`config.mk`:
```
export PLATFORM = sky130hd
export DESIGN_NAME = ahb_bus_arbiter_flat
export DESIGN_NICKNAME = d
export VERILOG_FILES = /design/src/rtl/ahb_bus_arbiter_pkg.sv /design/src/rtl/ahb_bus_arbiter_if.sv /design/src/rtl/ahb_bus_arbiter_rr_priority_picker.sv /design/src/rtl/ahb_bus_arbiter.sv /design/src/flat_wrapper.sv
export SDC_FILE = /design/constraint.sdc
export NUM_CORES = 1
export LEC_CHECK = 0
export BUFFER_PORTS_ARGS = -buffer_cell sky130_fd_sc_hd__buf_2
export CAP_MARGIN = 25
export CORE_MARGIN = 2
export CORE_UTILIZATION = 55
export DETAILED_ROUTE_END_ITERATION = 12
export PLACE_DENSITY = 0.88
export SLEW_MARGIN = 20
export SYNTH_ARGS = -nofsm -noshare
export SYNTH_HDL_FRONTEND = slang
export SYNTH_HIERARCHICAL = 1
export SYNTH_SLANG_ARGS = --single-unit
export TNS_END_PERCENT = 100
```
`constraint.sdc`:
```
create_clock -name Hclk -period 6.18 [get_ports Hclk]
set_input_delay 0.927 -clock Hclk [delete_from_list [all_inputs] [get_ports Hclk]]
set_output_delay 0.927 -clock Hclk [all_outputs]
set_load 0.005 [all_outputs]
```
`src/rtl/ahb_bus_arbiter_pkg.sv`:
```
// Shared types for the AHB round-robin arbiter.
// Transfer-type codes, arbiter states, one-hot to index helper.
package ahb_arb_pkg;

    localparam logic [1:0] HTRANS_IDLE   = 2'b00;
    localparam logic [1:0] HTRANS_BUSY   = 2'b01;
    localparam logic [1:0] HTRANS_NONSEQ = 2'b10;
    localparam logic [1:0] HTRANS_SEQ    = 2'b11;

    typedef enum logic [1:0] {
        ARB_IDLE,
        ARB_OWN,
        ARB_LOCK
    } arb_state_e;

    // Supports up to 8 masters; callers zero-extend and truncate.
    function automatic logic [2:0] onehot2idx(input logic [7:0] oh);
        logic [2:0] r;
        r = '0;
        for (int i = 0; i < 8; i++) begin
            if (oh[i]) r = r | 3'(i);
        end
        return r;
    endfunction

endpackage

```
`src/rtl/ahb_bus_arbiter_if.sv`:
```
// Arbiter-side AHB signal bundle.
// slave: arbiter view; master: masters/bridge view.
interface ahb_arb_if #(
    parameter int NUM_MASTERS = 4,
    parameter int MW          = $clog2(NUM_MASTERS)
);
    logic [NUM_MASTERS-1:0] Hbusreq;
    logic [NUM_MASTERS-1:0] Hlock;
    logic [1:0]             Htrans;
    logic                   Hready;
    logic [NUM_MASTERS-1:0] Hgrant;
    logic [MW-1:0]          Hmaster;
    logic [MW-1:0]          Hmaster_data;
    logic                   Hmastlock;

    modport slave (
        input  Hbusreq, Hlock, Htrans, Hready,
        output Hgrant, Hmaster, Hmaster_data, Hmastlock
    );

    modport master (
        output Hbusreq, Hlock, Htrans, Hready,
        input  Hgrant, Hmaster, Hmaster_data, Hmastlock
    );
endinterface

```
`src/rtl/ahb_bus_arbiter_rr_priority_picker.sv`:
```
// Combinational round-robin picker.
// Scans ptr+1 .. ptr+N (mod N) and returns the first requester one-hot.
module rr_priority_picker #(
    parameter int NUM_MASTERS = 4,
    parameter int MW          = $clog2(NUM_MASTERS)
) (
    input  logic [NUM_MASTERS-1:0] req_i,
    input  logic [MW-1:0]          ptr_i,
    output logic [NUM_MASTERS-1:0] gnt_o,
    output logic                   valid_o
);

    logic [MW-1:0] idx;
    logic          found;

    // First set request after the pointer wins; the pointer itself is last.
    always_comb begin
        gnt_o = '0;
        found = 1'b0;
        idx   = '0;
        for (int i = 1; i <= NUM_MASTERS; i++) begin
            idx = MW'((int'(ptr_i) + i) % NUM_MASTERS);
            if (!found && req_i[idx]) begin
                gnt_o[idx] = 1'b1;
                found      = 1'b1;
            end
        end
        valid_o = found;
    end

endmodule

```
`src/rtl/ahb_bus_arbiter.sv`:
```
// Round-robin AHB arbiter with lock support and bus parking.
// Optional beat-limited tenure under `ARB_BURST_LIMIT_EN.
module ahb_bus_arbiter
    import ahb_arb_pkg::*;
#(
    parameter int NUM_MASTERS    = 4,
    parameter int MW             = $clog2(NUM_MASTERS),
    parameter int DEFAULT_MASTER = 0,
    parameter int MAX_BEATS      = 16
) (
    input logic      Hclk,
    input logic      Hresetn,
    ahb_arb_if.slave bus
);

    localparam logic [NUM_MASTERS-1:0] DEF_GNT =
        NUM_MASTERS'(1) << DEFAULT_MASTER;
    localparam logic [MW-1:0] DEF_IDX = MW'(DEFAULT_MASTER);

    arb_state_e             state_q, state_d;
    logic [NUM_MASTERS-1:0] grant_q, grant_d;
    logic [MW-1:0]          rr_ptr_q, rr_ptr_d;
    logic [MW-1:0]          master_q;
    logic [MW-1:0]          mdata_q;
    logic                   mastlock_q;

    logic [MW-1:0]          owner_idx;
    logic                   owner_req;
    logic                   owner_lock;
    logic                   trans_ap;
    logic                   normal_ap;
    logic                   forced;
    logic                   ap;
    logic [NUM_MASTERS-1:0] pick_req;
    logic [NUM_MASTERS-1:0] pick_gnt;
    logic                   pick_valid;

    assign owner_idx  = MW'(onehot2idx(8'(grant_q)));
    assign owner_req  = bus.Hbusreq[owner_idx];
    assign owner_lock = bus.Hlock[owner_idx];
    assign trans_ap   = (bus.Htrans == HTRANS_IDLE) ||
                        (bus.Htrans == HTRANS_NONSEQ);
    // A locked owner releases at the first boundary with Hlock low.
    assign normal_ap  = trans_ap &&
                        ((state_q != ARB_LOCK) || !owner_lock);
    assign ap         = bus.Hready && (normal_ap || forced);
    // A forced handover must never re-elect the current owner.
    assign pick_req   = forced ? (bus.Hbusreq & ~grant_q) : bus.Hbusreq;

`ifdef ARB_BURST_LIMIT_EN
    localparam int BW = MW + 5;
    localparam logic [BW-1:0] BEAT_MAX = BW'(MAX_BEATS);

    logic [BW-1:0] beats_q;
    logic          limit_hit;

    assign limit_hit = (beats_q >= BEAT_MAX) &&
                       (|(bus.Hbusreq & ~grant_q));
    assign forced    = limit_hit && (state_q != ARB_LOCK);

    // Count address beats issued by the granted master; reset on handover.
    always_ff @(posedge Hclk or negedge Hresetn) begin
        if (!Hresetn) begin
            beats_q <= '0;
        end else if (grant_d != grant_q) begin
            beats_q <= '0;
        end else if (bus.Hready && bus.Htrans[1] &&
                     (master_q == owner_idx) && (beats_q < BEAT_MAX)) begin
            beats_q <= beats_q + 1'b1;
        end
    end
`else
    assign forced = 1'b0;
`endif

    rr_priority_picker #(
        .NUM_MASTERS (NUM_MASTERS),
        .MW          (MW)
    ) u_picker (
        .req_i   (pick_req),
        .ptr_i   (rr_ptr_q),
        .gnt_o   (pick_gnt),
        .valid_o (pick_valid)
    );

    // Arbitration decision: keep, hand over round-robin, or park.
    always_comb begin
        grant_d  = grant_q;
        state_d  = state_q;
        rr_ptr_d = rr_ptr_q;
        if (ap) begin
            if (owner_req && !forced) begin
                state_d = owner_lock ? ARB_LOCK : ARB_OWN;
            end else if (pick_valid) begin
                grant_d  = pick_gnt;
                state_d  = ARB_OWN;
                rr_ptr_d = MW'(onehot2idx(8'(pick_gnt)));
            end else begin
                grant_d = DEF_GNT;
                state_d = ARB_IDLE;
            end
        end
    end

    // State, grant and address/data owner pipeline; all stall on Hready low.
    always_ff @(posedge Hclk or negedge Hresetn) begin
        if (!Hresetn) begin
            state_q    <= ARB_IDLE;
            grant_q    <= DEF_GNT;
            rr_ptr_q   <= DEF_IDX;
            master_q   <= DEF_IDX;
            mdata_q    <= DEF_IDX;
            mastlock_q <= 1'b0;
        end else if (bus.Hready) begin
            state_q    <= state_d;
            grant_q    <= grant_d;
            rr_ptr_q   <= rr_ptr_d;
            master_q   <= owner_idx;
            mdata_q    <= master_q;
            mastlock_q <= owner_lock;
        end
    end

    assign bus.Hgrant       = grant_q;
    assign bus.Hmaster      = master_q;
    assign bus.Hmaster_data = mdata_q;
    assign bus.Hmastlock    = mastlock_q;

endmodule

```
`src/flat_wrapper.sv`:
```
// flat-port wrapper written by rule: the top's interface ports become plain ports
module ahb_bus_arbiter_flat import ahb_arb_pkg::*;
#(
    parameter int NUM_MASTERS    = 4,
    parameter int MW             = $clog2(NUM_MASTERS),
    parameter int DEFAULT_MASTER = 0,
    parameter int MAX_BEATS      = 16
)
  (Hclk, Hresetn, bus_Hbusreq, bus_Hlock, bus_Htrans, bus_Hready, bus_Hgrant, bus_Hmaster, bus_Hmaster_data, bus_Hmastlock);
  ahb_arb_if #(.NUM_MASTERS(NUM_MASTERS), .MW(MW)) bus_i ();
  input logic Hclk;
  input logic Hresetn;
  input wire logic [$bits(bus_i.Hbusreq)-1:0] bus_Hbusreq;
  input wire logic [$bits(bus_i.Hlock)-1:0] bus_Hlock;
  input wire logic [$bits(bus_i.Htrans)-1:0] bus_Htrans;
  input wire logic [$bits(bus_i.Hready)-1:0] bus_Hready;
  output wire logic [$bits(bus_i.Hgrant)-1:0] bus_Hgrant;
  output wire logic [$bits(bus_i.Hmaster)-1:0] bus_Hmaster;
  output wire logic [$bits(bus_i.Hmaster_data)-1:0] bus_Hmaster_data;
  output wire logic [$bits(bus_i.Hmastlock)-1:0] bus_Hmastlock;
  assign bus_i.Hbusreq = bus_Hbusreq;
  assign bus_i.Hlock = bus_Hlock;
  assign bus_i.Htrans = bus_Htrans;
  assign bus_i.Hready = bus_Hready;
  assign bus_Hgrant = bus_i.Hgrant;
  assign bus_Hmaster = bus_i.Hmaster;
  assign bus_Hmaster_data = bus_i.Hmaster_data;
  assign bus_Hmastlock = bus_i.Hmastlock;
  ahb_bus_arbiter #(.NUM_MASTERS(NUM_MASTERS), .MW(MW), .DEFAULT_MASTER(DEFAULT_MASTER), .MAX_BEATS(MAX_BEATS)) u_core (.Hclk(Hclk), .Hresetn(Hresetn), .bus(bus_i));
endmodule
```
==> results by group, run 1 <==
Final layout
  • Ant diodes: 0
  • Most common cell after layout, fill and taps aside: buf_2
  • Nets@finish: roughly 160
  • Ratio of cells with drive above 1 in the final layout: 26.1%
  • Util after Layout: between 60% and 70%
  • FILL cells: 150
  • Area delta synth->final: 12.1%
  • Most frequent cells in the layout: buf_2, mux2i_1, inv_1

STA
  • F_max: around 0.37 GHz
  • Crit path time final: approximately 2.7 ns
  • Relative slew slack: between 60 and 70%
  • Unrepaired setup endpoints after global routing: false
  • Slew Limit Fails: 0
  • Min Hold Slack: slightly above 0.5 ns
  • Hold Fails Final Rpt: 0
  • Fin Setup TNS: 0 ns
  • Worst Skew: 0.00262 ns
  • Setup violations, final: 0
  • Worst Tran Pin Value: roughly 0.46 ns
  • Period utilization: 44.2%

Routing
  • Via Count: between 900 and 1000
  • Antenna Nets Post-Route: 0
  • DR WL/cell: between 10 and 15 um
  • DRT Pass-1 Iters: 4
  • Residual DRC count: 0
  • WL final: approximately 2200 um
  • First DRT Iteration DRCs: 15
  • Via-per-instance ratio: around 5.7

Floorplan
  • Die Ht: 48.8 um
  • Core Area: between 0.0015 and 0.002 mm2
  • Site row count: 16
  • I/O pin count: 22
  • Initial Util: between 50% and 60%
  • Die area: 0.00238 mm2
  • Width of the chip: 48.8 um

Worst setup path
  • Setup CP Type: register to register
  • Critical path startpoint category: register
  • CP endpoint kind: register
  • Required @ worst endpoint: between 6 and 7 ns
  • Arr. time, crit path: a little under 3 ns
  • Worst-path fanout max: 13

Clock tree
  • Post-CTS Setup Inserts: 0
  • Root Driver: clkbuf_4
  • Post-CTS resize count: 0
  • H-tree depth: 1
  • Hold-fix buffers, CTS: 0
  • Sink Count: 13
  • Clock buffer depth: 2
  • Worst skew pair latency: between 0.2 and 0.3 ns
  • CTS tree: built
  • CTS clk-pin slew, worst paths: around 0.070 ns
  • TritonCTS buffer count: 3

Run
  • Max cap viols: 0

GRT
  • Global route hottest layer: met2
  • Number of global-route vias before repair: 904
  • Pin count of the biggest net entering global routing: 14
  • Overflow after GRT: 0
  • Grt met1 use: 22.2%
  • Initial antenna violation count: 0
  • First-pass GRT wire length: ~3800 um
  • Total GRT Usage: 20.5%
  • Met2 usage: about two fifths
  • M3 GR Usage: 2.15%

Synth
  • Synth warn: 6
  • Synth Net Count: between 100 and 150
  • Yosys reg bits: 13
  • Register area share after synthesis: between 20% and 30%
  • Count of cell types in the netlist: 33
  • Mean Syn Cell Area: around 9.8 um2
  • Mapped cell area: 0.00110 mm2
  • Gate Count Post-Synth: approximately 110

Placement
  • IO buf count: 20
  • RePlAce Congestion: ~0.86
  • HPWL Detailed: roughly 1700 um

Worst hold path
  • Min-delay worst type: register to register

Pwr
  • Pwr Density: about 450 mW/mm2
  • Leak Pwr: 0.628 nW
  • Pwr Total: 0.562 mW
  • Worst VDD drop: approximately 310 uV

Status
  • Status: complete, no violations
[final timing paths]
kind | depth (start not counted) | from | end | slack (ns)
worst max-delay path | 8 | u_core/rr_ptr_q[1] | u_core/bus.Hgrant[0] | 3.45
worst min-delay path | 1 | u_core/bus.Hmaster_data[1] | u_core/bus.Hmaster_data[1] | 0.51
worst max register to register | 8 | u_core/rr_ptr_q[1] | u_core/bus.Hgrant[0] | 3.45
worst min register to register | 1 | u_core/bus.Hmaster_data[1] | u_core/bus.Hmaster_data[1] | 0.51
max in group asynchronous | 1 | Hresetn | u_core/bus.Hgrant[0] | 5.38
min in group asynchronous | 1 | Hresetn | u_core/bus.Hgrant[3] | 0.52
[synth_stat cells]
master	n	area share (%)
and2b_1	1	0.68
nand2_2	1	0.57
a21oi_1	1	0.45
nand2_1	12	4.1
o21ai_1	1	0.45
a2111o_1	1	1.0
o21ai_0	3	1.4
a22o_1	1	0.79
dfrtp_1	12	27
buf_6	2	2.0
o21ai_2	1	0.79
ha_1	8	9.1
nand4_1	2	1.1
mux2i_1	17	15
nand3b_1	1	0.68
a221o_1	4	3.6
o2111ai_1	2	1.6
nor3_1	1	0.45
nand3_2	1	0.91
mux4_1	1	2.4
clkbuf_1	1	0.34
nand2b_1	3	1.7
mux2_2	4	4.1
inv_1	14	4.8
o221ai_2	2	2.7
dfstp_2	1	2.4
a31oi_1	1	0.57
o211ai_4	1	1.9
or3b_1	1	0.79
a22oi_1	1	0.68
mux2_4	1	1.4
nor4b_1	1	0.79
nor2_1	9	3.1
[kinds of logic after synthesis]
group | Yosys count | synth area share [%]
multiplexers | 23 | 23.3
buffers and inverters | 17 | 7.15
AND/OR/NAND/NOR | 33 | 14.9
adder cells (fa/ha/maj) | 8 | 9.08
AO/OA/AOI/OAI | 19 | 16.0
flip-flops | 13 | 29.6
[per-layer routing]
| layer | up-vias | routed length, um |
|---|---|---|
| met4 | 0 | 51 |
| met3 | 6 | 83 |
| met2 | 28 | 1140 |
| li1 | 448 | - |
| met5 | - | 0 |
| met1 | 442 | 943 |
[registers in the layout, indices dropped and copies added, names as in the netlist]
register and cells:
u_core/bus.Hgrant 4, u_core/rr_ptr_q 2, u_core/bus.Hmaster_data 2, u_core/state_q 2
u_core/bus.Hmaster 2, u_core/bus.Hmastlock 1
[where the power goes]
part           internal [mW]  total, mW  switching [mW]
combinational          0.160      0.339           0.179
clock                 0.0250     0.0503          0.0253
sequential             0.124      0.172          0.0486
total                  0.309      0.562           0.253
[metrics by stage]
stage	std cells	cell area [um2]	setup WS, ns
final	161	1240	3.45
after detailed placement	157	1210	3.50
after global placement	157	1210	3.58
after CTS	161	1240	3.49
after global routing	161	1240	3.33
after floorplan	113	1100	3.85
[critical path, cell delays in order, from the launching register on]
cell      delay (ns)
dfrtp_1         0.64
inv_1           0.18
ha_1            0.46
mux2_2          0.36
nand4_1         0.08
o21ai_0         0.18
a221o_1         0.35
nand2b_1        0.15
mux2_4          0.27
[cell type report]
class | count | area [um2] | area share, %
Multi-Input combinational cell | 83 | 697 | 56.4
Sequential cell | 13 | 327 | 26.4
Timing Repair Buffer | 20 | 100 | 8.10
Inverter | 14 | 52.6 | 4.25
Tap cell | 27 | 33.8 | 2.73
Clock buffer | 4 | 26.3 | 2.13
Note: power is estimated with default switching activity, not from simulation.
==> run 2, diff against run 1 <==
--- a/config.mk
+++ b/config.mk
@@ -5,12 +5,13 @@
 export SDC_FILE = /design/constraint.sdc
 export NUM_CORES = 1
 export LEC_CHECK = 0
+export ABC_AREA = 1
 export BUFFER_PORTS_ARGS = -buffer_cell sky130_fd_sc_hd__buf_2
 export CAP_MARGIN = 25
 export CORE_MARGIN = 2
-export CORE_UTILIZATION = 55
+export CORE_UTILIZATION = 49
 export DETAILED_ROUTE_END_ITERATION = 12
-export PLACE_DENSITY = 0.88
+export PLACE_DENSITY = 0.82
 export SLEW_MARGIN = 20
 export SYNTH_ARGS = -nofsm -noshare
 export SYNTH_HDL_FRONTEND = slang
==> constraint.sdc (replaced) <==
create_clock -name Hclk -period 2.5 [get_ports Hclk]
set_input_delay 0.375 -clock Hclk [delete_from_list [all_inputs] [get_ports Hclk]]
set_output_delay 0.375 -clock Hclk [all_outputs]
set_load 0.005 [all_outputs]
==> results by group, run 2 <==
Synth
  • Synth warn: 6 (unchanged)
  • Yosys reg bits: 13 (unchanged)
  • Count of cell types in the netlist: 21 (-36%)
  • Number of synthesized flops with an enable pin: 0 (unchanged)
  • Gate Count Post-Synth: 172 (+52%)
  • Xor and xnor fraction of the mapped netlist area: 0% (unchanged)
  • Adder-Cell Fraction of Synth Area: 8.39% (-0.69 points)
  • Largest family of logic cells by synthesized area: simple AND/OR/NAND/NOR gates
  • Post-synthesis mux area share: 0% (-23 points)
  • Mapped cell area: 0.00119 mm2 (+8.2%)
  • Synth async-reset ratio: 100% (unchanged)
  • Register area share after synthesis: 27.4% (-2.2 points)
  • Top post-synthesis cells by count: nand2_1, inv_1, nand3_1
  • Mean Syn Cell Area: 6.93 um2 (-29%)
  • Synth Net Count: 193 (+44%)
  • Cell accounting for the most synthesized area: dfrtp_1
  • Primary FF master, synth: dfrtp_1
  • Synth area leaders: dfrtp_1, nand2_1, ha_1
  • Fraction of the mapped netlist area in simple logic gates: 50.4% (+35 points)
  • Most numerous cell in the Yosys netlist: nand2_1
  • Share of the synthesized area in the top cell type: 25.2% (-2.1 points)
  • Synth Area in Compound Gates: 5.67% (-10 points)

Run
  • Max cap viols: 0 (unchanged)

Final layout
  • Most common cell after layout, fill and taps aside: nand2_1
  • Area delta synth->final: 15.6%
  • Ratio of cells with drive above 1 in the final layout: 27.1% (+1.0 points)
  • FILL cells: 210 (+40%)
  • Largest register FFs: 4 (unchanged)
  • Nets@finish: 221 (+42%)
  • Ant diodes: 0 (unchanged)
  • Most frequent cells in the layout: nand2_1, inv_1, buf_2

Worst setup path
  • Worst-path fanout max: 8 (-5)
  • CP endpoint kind: register
  • Arr. time, crit path: 2.34 ns (-0.59 ns)
  • Setup CP Type: register to register
  • Critical path startpoint category: register
  • Required @ worst endpoint: 2.66 ns (-3.72 ns)

STA
  • Post-route setup slack: 0.314 ns (-3.14 ns)
  • Unrepaired setup endpoints after global routing: false
  • Min Hold Slack: 0.367 ns (-0.141 ns)
  • Period utilization: 87.4% (+43 points)
  • Fin Setup TNS: 0 ns (unchanged)
  • Relative slew slack: 80.6% (+12 points)
  • Crit path time final: 2.19 ns (-0.544 ns)
  • F_max: 0.458 GHz (+25%)
  • Setup violations, final: 0 (unchanged)
  • Slew Limit Fails: 0 (unchanged)
  • Hold Fails Final Rpt: 0 (unchanged)
  • Worst Tran Pin Value: 0.291 ns (-0.172 ns)
  • Worst Skew: 0.00375 ns (+0.00112 ns)

Clock tree
  • Sink Count: 13 (unchanged)
  • H-tree depth: 1 (unchanged)
  • Root Driver: clkbuf_4
  • Post-CTS Setup Inserts: 0 (unchanged)
  • Worst skew pair latency: 0.26 ns (about the same)
  • CTS clk-pin slew, worst paths: 0.07 ns (about the same)
  • Clock buffer depth: 2 (unchanged)
  • CTS tree: built
  • TritonCTS buffer count: 3 (unchanged)

GRT
  • First-pass GRT wire length: 4370 um (+15%)
  • Overflow after GRT: 0 (unchanged)
  • Total GRT Usage: 20.7% (+0.20 points)
  • Number of global-route vias before repair: 1085 (+20%)
  • Initial antenna violation count: 0 (unchanged)
  • Pin count of the biggest net entering global routing: 14 (unchanged)

Placement
  • IO buf count: 20 (unchanged)
  • HPWL Detailed: 2100 um (+20%)
  • RePlAce Congestion: 0.929 (+8.1%)
  • DP Worst Slack: 0.345 ns (-3.16 ns)

Pwr
  • Switching Share: 52.8% (+7.8 points)
  • Clock power frac: 7.6% (-1.4 points)
  • Comb power frac: 69.4% (+9.0 points)
  • Internal Power: 0.776 mW (+150%)
  • Leak Pwr: 0.794 nW (+26%)
  • Sequential share of power: 23.0% (-7.7 points)
  • Worst VDD drop: 647 uV (+110%)
  • Switching power: 0.868 mW (+240%)
  • Pwr Density: 1190 mW/mm2 (+160%)

Routing
  • Antenna Nets Post-Route: 0 (unchanged)
  • WL final: 2590 um (+17%)
  • Via-per-instance ratio: 5.04 (-12%)
  • DR WL/cell: 11.4 um (-17%)
  • DRT Pass-1 Iters: 4 (unchanged)
  • First DRT Iteration DRCs: 19 (+4)
  • Via Count: 1143 (+24%)
  • Residual DRC count: 0 (unchanged)

Floorplan
  • Core Area: 0.00225 mm2 (+17%)
  • Initial Util: 52.9% (-4.5 points)
  • I/O pin count: 22 (unchanged)
  • Site row count: 17 (+1)
  • Die area: 0.00284 mm2 (+20%)
  • Die Ht: 53.3 um (+9.4%)
  • Width of the chip: 53.3 um (+9.4%)

Worst hold path
  • Min-delay worst type: input pin to register

Status
  • Status: complete, no violations
==> run 2: cell count changes after synthesis, sizes merged, moves of 3 or more <==
cell    before  now
a221o        4    0
nand2b       3    0
mux2i       17    0
nor2         9   15
mux2         5    0
inv         14   26
o21ai        5    9
nand2       13   70
nand3        1   26
==> run 2: area by class of cell <==
class | instances | area (um2) | share of cell area, %
Clock buffer | 4 | 26.3 | 1.91
Inverter | 26 | 97.6 | 7.08
Multi-Input combinational cell | 133 | 768 | 55.7
Sequential cell | 13 | 327 | 23.7
Tap cell | 28 | 35.0 | 2.54
Timing Repair Buffer | 23 | 125 | 9.07
==> run 2: path summary, 6_finish.rpt <==
path,from,endpoint,slack (ns),cells after the start
setup / recovery,u_core/rr_ptr_q[1],u_core/rr_ptr_q[0],0.31,12
hold / removal,bus_Hready,u_core/bus.Hmaster_data[0],0.37,3
setup reg to reg,u_core/rr_ptr_q[1],u_core/rr_ptr_q[0],0.31,12
hold reg to reg,u_core/bus.Hmaster_data[1],u_core/bus.Hmaster_data[1],0.48,2
max in group asynchronous,Hresetn,u_core/bus.Hgrant[0],1.69,2
min in group asynchronous,Hresetn,u_core/state_q[1],0.53,2
==> run 2: worst max-delay path, cell delays in order (launching register included) <==
cell and delay (ns):
dfrtp_1 0.51, inv_1 0.10, ha_1 0.37, inv_1 0.10, nand3_1 0.10, nand2_1 0.12
nand3_2 0.12, nor2_1 0.05, nor2_1 0.10, nand2_1 0.08, or2_2 0.27, nand4_1 0.10
nand2_1 0.06
==> run 2: layer usage <==
layer	wire length [um]	up-vias	GRT usage [%]
met5	0	-	0
met4	25	0	5.98
met3	80	2	2.82
met2	1400	20	40.7
met1	1090	529	22.1
li1	-	592	-
==> run 2: timing repair <==
item	CTS	global route
hold buffers	1	0
resized for setup	0	0
hold endpoints to repair	12	0
==> run 2: power groups by stage <==
| stage | combinational, mW | clock [mW] | sequential, mW |
|---|---|---|---|
| after floorplan | 0.854 | 0 | 0.389 |
| after global placement | 1.09 | 0 | 0.376 |
| after detailed placement | 1.14 | 0 | 0.381 |
| after CTS | 1.14 | 0.128 | 0.379 |
| after global routing | 1.29 | 0.141 | 0.390 |
| final | 1.14 | 0.125 | 0.378 |
==> run 2: stage by stage <==
| step | instance area (um2) | instances | power, mW | util, % |
|---|---|---|---|---|
| 2_1_floorplan | 1190 | 172 | 1.24 | - |
| 3_3_place_gp | 1340 | 222 | 1.47 | 59.5 |
| 3_5_place_dp | 1340 | 222 | 1.52 | 59.5 |
| 4_1_cts | 1380 | 227 | 1.65 | 61.2 |
| 5_1_grt | 1380 | 227 | 1.82 | 61.2 |
| 6_report | 1380 | 227 | 1.64 | 61.2 |
==> run 2: cell families (layout without fill, tap and decap cells) <==
| logic type | Yosys count | after routing |
|---|---|---|
| compound gates | 10 | 10 |
| flops | 13 | 13 |
| buf+inv | 26 | 53 |
| simple gates | 115 | 115 |
| fa+ha+maj | 8 | 8 |
